[src/rtl/vending_machine_param.sv]
// Parametrised vending machine: debounced coin inputs, configurable price and coin values,
// change return, refund on Enable withdrawal and overflow rejection.
module vending_machine_param #(
  parameter int NUM_COINS = 4,
  parameter int MONEY_W = 8,
  parameter logic [NUM_COINS*MONEY_W-1:0] COIN_VALUES = {8'd100, 8'd50, 8'd10, 8'd5},
  parameter int PRICE = 150,
  parameter int DEBOUNCE_CYCLES = 4
) (
  input  logic                 CLK,
  input  logic                 RST,
  input  logic                 Enable,
  input  logic [NUM_COINS-1:0] Coins,
  output logic                 Deliver,
  output logic [MONEY_W-1:0]   Money,
  output logic [MONEY_W-1:0]   Change,
  output logic                 ChangeValid,
  output logic                 Reject
);

  localparam int SUM_W = MONEY_W + $clog2(NUM_COINS) + 1;
  localparam int CNT_W = $clog2(DEBOUNCE_CYCLES + 1);
  localparam logic [SUM_W-1:0] MONEY_MAX = SUM_W'({MONEY_W{1'b1}});
  localparam logic [CNT_W-1:0] CNT_LAST = CNT_W'(DEBOUNCE_CYCLES - 1);

  typedef enum logic [1:0] {IDLE, COLLECT, VEND} stateType;

  stateType state, nextState;

  logic [NUM_COINS-1:0] sync1, sync2, level, levelDly, coinPulse;
  logic [CNT_W-1:0]     stableCnt [NUM_COINS];

  logic [SUM_W-1:0]   coinSum, sum;
  logic [MONEY_W-1:0] moneyNext, changeNext;
  logic               deliverNext, changeValidNext, rejectNext;

  // Level only moves after DEBOUNCE_CYCLES consecutive samples disagreeing with it.
  always_ff @(posedge CLK) begin
    if (RST) begin
      sync1     <= '0;
      sync2     <= '0;
      level     <= '0;
      levelDly  <= '0;
      coinPulse <= '0;
      for (int i = 0; i < NUM_COINS; i++) stableCnt[i] <= '0;
    end else begin
      sync1     <= Coins;
      sync2     <= sync1;
      levelDly  <= level;
      coinPulse <= level & ~levelDly;
      for (int i = 0; i < NUM_COINS; i++) begin
        if (sync2[i] != level[i]) begin
          if (stableCnt[i] == CNT_LAST) begin
            level[i]     <= sync2[i];
            stableCnt[i] <= '0;
          end else begin
            stableCnt[i] <= stableCnt[i] + 1'b1;
          end
        end else begin
          stableCnt[i] <= '0;
        end
      end
    end
  end

  always_comb begin
    coinSum = '0;
    for (int i = 0; i < NUM_COINS; i++)
      if (coinPulse[i]) coinSum = coinSum + SUM_W'(COIN_VALUES[i*MONEY_W +: MONEY_W]);
    sum = SUM_W'(Money) + coinSum;
  end

  always_comb begin
    nextState       = state;
    moneyNext       = Money;
    changeNext      = Change;
    deliverNext     = 1'b0;
    changeValidNext = 1'b0;
    rejectNext      = 1'b0;
    case (state)
      IDLE: begin
        if (Enable) nextState = COLLECT;
      end
      COLLECT: begin
        if (!Enable) begin
          nextState = IDLE;
          if (Money != '0) begin
            changeNext      = Money;
            changeValidNext = 1'b1;
            moneyNext       = '0;
          end
        end else if (sum > MONEY_MAX) begin
          rejectNext = 1'b1;
        end else begin
          moneyNext = sum[MONEY_W-1:0];
          if (sum >= SUM_W'(PRICE)) nextState = VEND;
        end
      end
      VEND: begin
        // The vend completes even if Enable has just been withdrawn.
        deliverNext     = 1'b1;
        changeValidNext = 1'b1;
        changeNext      = Money - MONEY_W'(PRICE);
        moneyNext       = '0;
        rejectNext      = |coinPulse;
        nextState       = Enable ? COLLECT : IDLE;
      end
      default: nextState = IDLE;
    endcase
  end

  always_ff @(posedge CLK) begin
    if (RST) begin
      state       <= IDLE;
      Money       <= '0;
      Change      <= '0;
      Deliver     <= 1'b0;
      ChangeValid <= 1'b0;
      Reject      <= 1'b0;
    end else begin
      state       <= nextState;
      Money       <= moneyNext;
      Change      <= changeNext;
      Deliver     <= deliverNext;
      ChangeValid <= changeValidNext;
      Reject      <= rejectNext;
    end
  end

endmodule

[config.mk]
export PLATFORM = sky130hd
export DESIGN_NAME = vending_machine_param
export DESIGN_NICKNAME = d
export VERILOG_FILES = /design/src/rtl/vending_machine_param.sv
export SDC_FILE = /design/constraint.sdc
export NUM_CORES = 1
export LEC_CHECK = 0
export CAP_MARGIN = 20
export CORE_ASPECT_RATIO = 2
export CORE_MARGIN = 1.5
export CORE_UTILIZATION = 30
export DETAILED_ROUTE_END_ITERATION = 12
export SLEW_MARGIN = 20
export SYNTH_ARGS = -nofsm -noshare
export SYNTH_HDL_FRONTEND = slang
export SYNTH_SLANG_ARGS = --single-unit
[constraint.sdc]
create_clock -name CLK -period 7.1 [get_ports CLK]
set_input_delay 1.065 -clock CLK [delete_from_list [all_inputs] [get_ports CLK]]
set_output_delay 1.065 -clock CLK [all_outputs]
set_load 0.02 [all_outputs]
==> results of run 1 <==
## state kept, by name (all words and copies together) (netlist names)
register / count
levelDly: 4
ChangeValid: 1
coinPulse: 4
Reject: 1
Change: 8
state: 2
level: 4
stableCnt: 12
sync1: 4
Deliver: 1
sync2: 4
Money: 8
## critical path, cell delays in order, from the launching register on
cell and delay, ps:
dfxtp_1 390, inv_1 80, ha_1 300, nand2_1 70
o21ai_0 130, ha_1 320, mux2_2 270, ha_1 360
o211ai_1 140, o21ai_2 110, o31ai_2 260, xnor2_2 150
o21bai_1 130, or4_1 480, a21oi_1 150
## cell usage after synthesis (5+ instances only)
library cell  instances
inv_1                20
nor2b_1              22
clkbuf_1              6
a21oi_1              19
edfxtp_1             12
xnor2_1               9
nand3_1              15
o21ai_0               6
mux2i_1               7
nand2b_1              5
nor2_1               32
dfxtp_1              41
xor2_1                7
nand2_1              12
a211oi_1              8
ha_1                 26
## stage by stage
stage | utilization | std cells | hold slack [ps]
after detailed placement | 0.350 | 416 | 374
after CTS | 0.366 | 424 | 384
after global placement | 0.350 | 416 | 372
after floorplan | - | 299 | 367
after global routing | 0.366 | 424 | 401
final | 0.366 | 424 | 382
## report_power, final
group | internal (W) | switching, W
clock | 0.000131 | 0.000113
combinational | 0.0000518 | 0.0000691
sequential | 0.000328 | 0.0000112
## layout by cell type, fill, tap and decap left out, types with 2 or more instances in the layout
master,instances
mux2i_1,7
ha_1,26
o21ai_0,6
nor2_1,32
o211ai_1,2
nor4_1,2
or4_1,2
xor2_1,7
xnor2_2,2
a21oi_1,19
dfxtp_1,41
nor2b_1,22
inv_1,20
a211oi_1,8
conb_1,12
o22ai_1,2
clkbuf_16,5
nand2b_1,5
or3_1,4
xnor2_1,9
clkdlybuf4s50_1,25
edfxtp_1,12
o21a_1,4
a21o_1,2
nand2_1,12
a211oi_2,2
nand3_1,15
## logic make-up (layout without fill, tap and decap cells)
| logic type | Yosys count | count (layout) | share of synthesized area |
|---|---|---|---|
| other cells | 1 | 12 | 0.00136 |
| simple gates | 96 | 96 | 0.173 |
| buf+inv | 31 | 54 | 0.0441 |
| mux | 8 | 8 | 0.0295 |
| fa+ha+maj | 27 | 27 | 0.125 |
| xor+xnor | 18 | 18 | 0.0627 |
| compound gates | 54 | 54 | 0.135 |
| flops | 53 | 53 | 0.429 |
## metal layers
layer  share of wire  GRT usage  up-vias
met5               0          0        -
met4           0.038     0.0685        0
met3           0.033     0.0211       12
met2            0.56      0.232       43
met1            0.37      0.125     1002
li1                -          -     1036
## worst paths after layout
check | startpoint | to | slack (ps) | depth (start not counted)
hold reg to reg | levelDly[2]$_SDFF_PP0_ | coinPulse[2]$_SDFF_PP0_ | 380 | 1
setup / recovery | coinPulse[1]$_SDFF_PP0_ | state[0]$_SDFFE_PP0P_ | 3690 | 14
setup reg to reg | coinPulse[1]$_SDFF_PP0_ | state[0]$_SDFFE_PP0P_ | 3690 | 14
hold / removal | levelDly[2]$_SDFF_PP0_ | coinPulse[2]$_SDFF_PP0_ | 380 | 1
## cell type report
cell class | count | area share
multi-input cells | 215 | 0.455
flip-flops and latches | 53 | 0.360
repair buffers | 26 | 0.0786
well taps | 102 | 0.0389
clock buffers | 5 | 0.0382
inverters | 20 | 0.0229
clock inverters | 3 | 0.00649
==> reports/qor.yml, run 1 <==
final_layout:
  diodes: 0
  drive_gt1_frac: 0.0559
  n_fill_cell: 905
  fin_nets: 355
  synthToLayoutAreaGrowth_pct: 19.1
  seqCellArea_sq_um: 1180
  multi_input_area_sq_um: 1490
  fin_area_sq_um: 3280
cts:
  clk_path_buf_depth: 2
  post_cts_buffers: 0
  clk_pin_slew_ps: 70
  clk_latency_ps: 290
  cts_resized: 0
  cts_hold_buf: 0
  h-tree-depth: 2
  cts_num_sinks: 53
  cts_tree: "yes"
  root_buffer: "clkbuf_16"
  cts_made_buffers: 5
floorplan:
  core.rowCount: 49
  die_y_microns: 138
  start_util: 0.308
  io_pins: 26
  dieArea_sq_um: 9790
  fp.dieW_microns: 70.7
  core-area_sq_um: 8950
timing:
  slew_violations: 0
  period_share: 0.480
  finClkSkew_ps: 4.87
  final.setup.tns_ps: 0
  tightest_slew_ps: 507
  relSlewSlack: 0.662
  finalHoldViolations: 0
  finalSetupViolations: 0
  timing.fmax_mhz: 293
  rsz0062_at_grt: "false"
  final.setup.worst_slack_ps: 3690
  finalWorstPathRequiredPeriod_ps: 3410
place:
  io_buffers: 25
  dpl-instance-area_sq_um: 3130
  post-place-ws_ps: 3720
  dpl.hpwl_microns: 4370
  gp_congestion: 0.858
min_path:
  hold_class: "flop to flop"
pwr:
  power.density_nw_per_um2: 215
  leakage_nw: 1.35
  peakVddDrop_uv: 208
  p_total_w: 0.000705
global_routing:
  grt_max_degree: 41
  track_usage: 0.124
  gr-total-overflow: 0
  grt_pass1_vias: 2057
  grt_pass1_wl_microns: 9570
  antenna_found_initial: 0
synthesis:
  synth_edf_count: 12
  ys_warn_count: 0
  synthCells: 288
  synth_top_area_frac: 0.298
  yosys.area.top_type: "dfxtp_1"
  netlist_area_sq_um: 2750
  yosysUniqueCellTypes: 42
  synth.area.top_cells: "dfxtp_1, edfxtp_1, ha_1, nor2b_1, nor2_1"
  synthArstFlopShare: 0
  synth-seq-area-share: 0.429
  yosys_register_bits: 53
  synth_area_per_cell_sq_um: 9.56
  synthFlopType: "dfxtp_1"
status:
  run_status: "finished, final reports clean"
setup_path:
  crit_path_max_fanout: 6
  crit_path_end_kind: "flop"
  crit_required_ps: 7320
  start_kind: "flop"
  crit_arrival_ps: 3630
  critical_path_class: "flop to flop"
detailed_routing:
  drc: 0
  postRouteWirelength_microns: 5740
  wl_per_cell_microns: 13.5
  drt_iter0_drc: 130
  drtPass1Iterations: 4
  vias: 2093
  via_per_inst: 4.94
  ant_nets: 0
job:
  drv_cap: 0
No activity file was read; power rests on OpenSTA's default activity.
==> run 2, diff against run 1 <==
Clock period 7.1 ns to 2.85 ns, I/O delays scaled along.
==> run 2 against run 1 <==
- the flow now finishes with violations (negative setup slack)
- clock power rose by 140%
- setup slack worse by 3900 ps
- cell area grew 16%
- worst hold slack worse by 4.0 ps
- die area stayed put
- critical path type unchanged
- largest cell class unchanged
==> reports/qor.yml, run 2 (synthesis results as in run 1) <==
status:
  run_status: "finished, violations left"
  violations: "negative setup slack"
detailed_routing:
  wl_per_cell_microns: 13.6  # +0.82%
  ant_nets: 0  # unchanged
  drc: 0  # unchanged
  drt_iter0_drc: 83  # -36%
  via_per_inst: 4.79  # -3.0%
  drtPass1Iterations: 4  # unchanged
  postRouteWirelength_microns: 6280  # +9.4%
  vias: 2203  # +5.3%
timing:
  finalHoldViolations: 0  # unchanged
  finalWorstPathRequiredPeriod_ps: 3060  # -350 ps
  finalSetupViolations: 6  # +6
  tightest_slew_ps: 511  # +4.70 ps
  finClkSkew_ps: 6.49  # +1.62 ps
  timing.fmax_mhz: 327  # +11%
  period_share: 1.07  # +0.593
  rsz0062_at_grt: "true"
  final.setup.worst_slack_ps: -208  # -3900 ps
  slew_violations: 0  # unchanged
  relSlewSlack: 0.659  # -0.00313
  final.setup.tns_ps: -457  # -457 ps
floorplan:
  dieArea_sq_um: 9790  # unchanged
  io_pins: 26  # unchanged
  fp.dieW_microns: 70.7  # unchanged
  core-area_sq_um: 8950  # unchanged
  die_y_microns: 138  # unchanged
  start_util: 0.308  # unchanged
  core.rowCount: 49  # unchanged
cts:
  cts_made_buffers: 5  # unchanged
  clk_path_buf_depth: 2  # unchanged
  cts_hold_buf: 0  # unchanged
  cts_num_sinks: 53  # unchanged
  clk_latency_ps: 290  # about the same
  clk_pin_slew_ps: 70  # about the same
  cts_tree: "yes"
  h-tree-depth: 2  # unchanged
  root_buffer: "clkbuf_16"
global_routing:
  track_usage: 0.132  # +0.00768
  grt_pass1_vias: 2228  # +8.3%
  antenna_found_initial: 0  # unchanged
  gr-total-overflow: 0  # unchanged
  grt_pass1_wl_microns: 10200  # +6.6%
  grt_max_degree: 18  # -56%
setup_path:
  cp_cell_sequence: "inv_2, ha_4, nand2_4, o21ai_4, ha_4, mux2_4, ha_4, nor2_4, a211oi_4, a211oi_2, xnor2_2, a2111oi_4, or4_1, a21oi_1"
  crit_path_end_kind: "flop"
  critical_path_class: "flop to flop"
  crit_arrival_ps: 3290  # -340 ps
  critPathMaxStageDelay_ps: 550  # +70 ps
  crit_path_max_fanout: 4  # -2
  crit_required_ps: 3080  # -4240 ps
  crit_path_frequent_cell: "ha_4"
  slowest_stage: "or4_1"
  start_kind: "flop"
pwr:
  peakVddDrop_uv: 438  # +110%
  p_total_w: 0.00177  # +150%
  p_sw_w: 0.000472  # +140%
  combPwrFrac: 0.194  # +0.022
  switching_share: 0.266  # -0.00841
  leakage_nw: 1.61  # +19%
  intPower_w: 0.00130  # +150%
  pwr-share-clk: 0.327  # -0.020
  power.density_nw_per_um2: 465  # +120%
  seqPwrFrac: 0.478  # -0.003
final_layout:
  layout_commonest_cell: "dfxtp_1"
  regMostFlops: "stableCnt"
  reg.largest.list: "stableCnt: 12 flops, Change: 8 flops, Money: 8 flops"
  fin_nets: 391  # +10%
  multi_input_area_sq_um: 1750  # +17%
  largest_reg_flops: 12  # unchanged
  drive_gt1_frac: 0.246  # +0.190
  layout_common_cells: "dfxtp_1, buf_4, nor2_1, clkdlybuf4s50_1"
  diodes: 0  # unchanged
  synthToLayoutAreaGrowth_pct: 38.5
  seqCellArea_sq_um: 1190  # +0.53%
  n_fill_cell: 886  # -2.1%
place:
  dpl.hpwl_microns: 4680  # +7.0%
  io_buffers: 25  # unchanged
  gp_congestion: 0.878  # +2.3%
min_path:
  hold_class: "flop to flop"
job:
  drv_cap: 0  # unchanged
==> run 2: final timing paths <==
kind | from | endpoint | slack, ps | cells after the start
setup / recovery | coinPulse[1]$_SDFF_PP0_ | state[1]$_SDFFE_PP0P_ | -210 | 14
hold / removal | levelDly[0]$_SDFF_PP0_ | coinPulse[0]$_SDFF_PP0_ | 380 | 1
setup reg to reg | coinPulse[1]$_SDFF_PP0_ | state[1]$_SDFFE_PP0P_ | -210 | 14
hold reg to reg | levelDly[0]$_SDFF_PP0_ | coinPulse[0]$_SDFF_PP0_ | 380 | 1
==> run 2: cell type report <==
| class | instances | share of cell area |
|---|---|---|
| clock buffers | 8 | 0.0358 |
| multi-input cells | 215 | 0.458 |
| flip-flops and latches | 53 | 0.311 |
| inverters | 20 | 0.0197 |
| well taps | 102 | 0.0335 |
| repair buffers | 62 | 0.141 |
==> run 2: repair_timing <==
action | CTS | global route
gates resized for setup | 18 | 26
buffers inserted | 3 | 5
cloned | 1 | 0
endpoints found under the setup margin | 10 | 10
pin swaps | 6 | 27
==> run 2: layer usage <==
metal	GRT usage	vias to the layer above	share of wire
li1	-	1115	-
met1	0.130	1034	0.37
met2	0.250	42	0.56
met3	0.0248	12	0.033
met4	0.0675	0	0.037
met5	0	-	0
==> run 2: worst max-delay path: cells and delay by family, from the launching register on <==
family / cells / cell delay (ps)
compound gates: 5 / 640
xor+xnor: 1 / 240
fa+ha+maj: 3 / 790
buf+inv: 1 / 60
flops: 1 / 350
mux: 1 / 270
simple gates: 3 / 650
==> run 2: power by group through the flow <==
stage          Sequential, W  Combinational (W)  Clock, W
2_1_floorplan       0.000894           0.000164         0
3_3_place_gp        0.000865           0.000305         0
3_5_place_dp        0.000865           0.000312         0
4_1_cts             0.000850           0.000330  0.000602
5_1_grt             0.000854           0.000384  0.000629
6_report            0.000848           0.000345  0.000580
==> run 2: per-stage QoR <==
stage	setup slack (ps)	area [sq um]	util	hold WS, ps	instances
floorplan	-68.3	2830	-	360	299
global placement	-148	3380	0.378	365	444
CTS	-167	3640	0.407	380	456
global route	-311	3810	0.426	384	460
detailed placement	-247	3380	0.378	368	444
finish	-208	3810	0.426	378	460
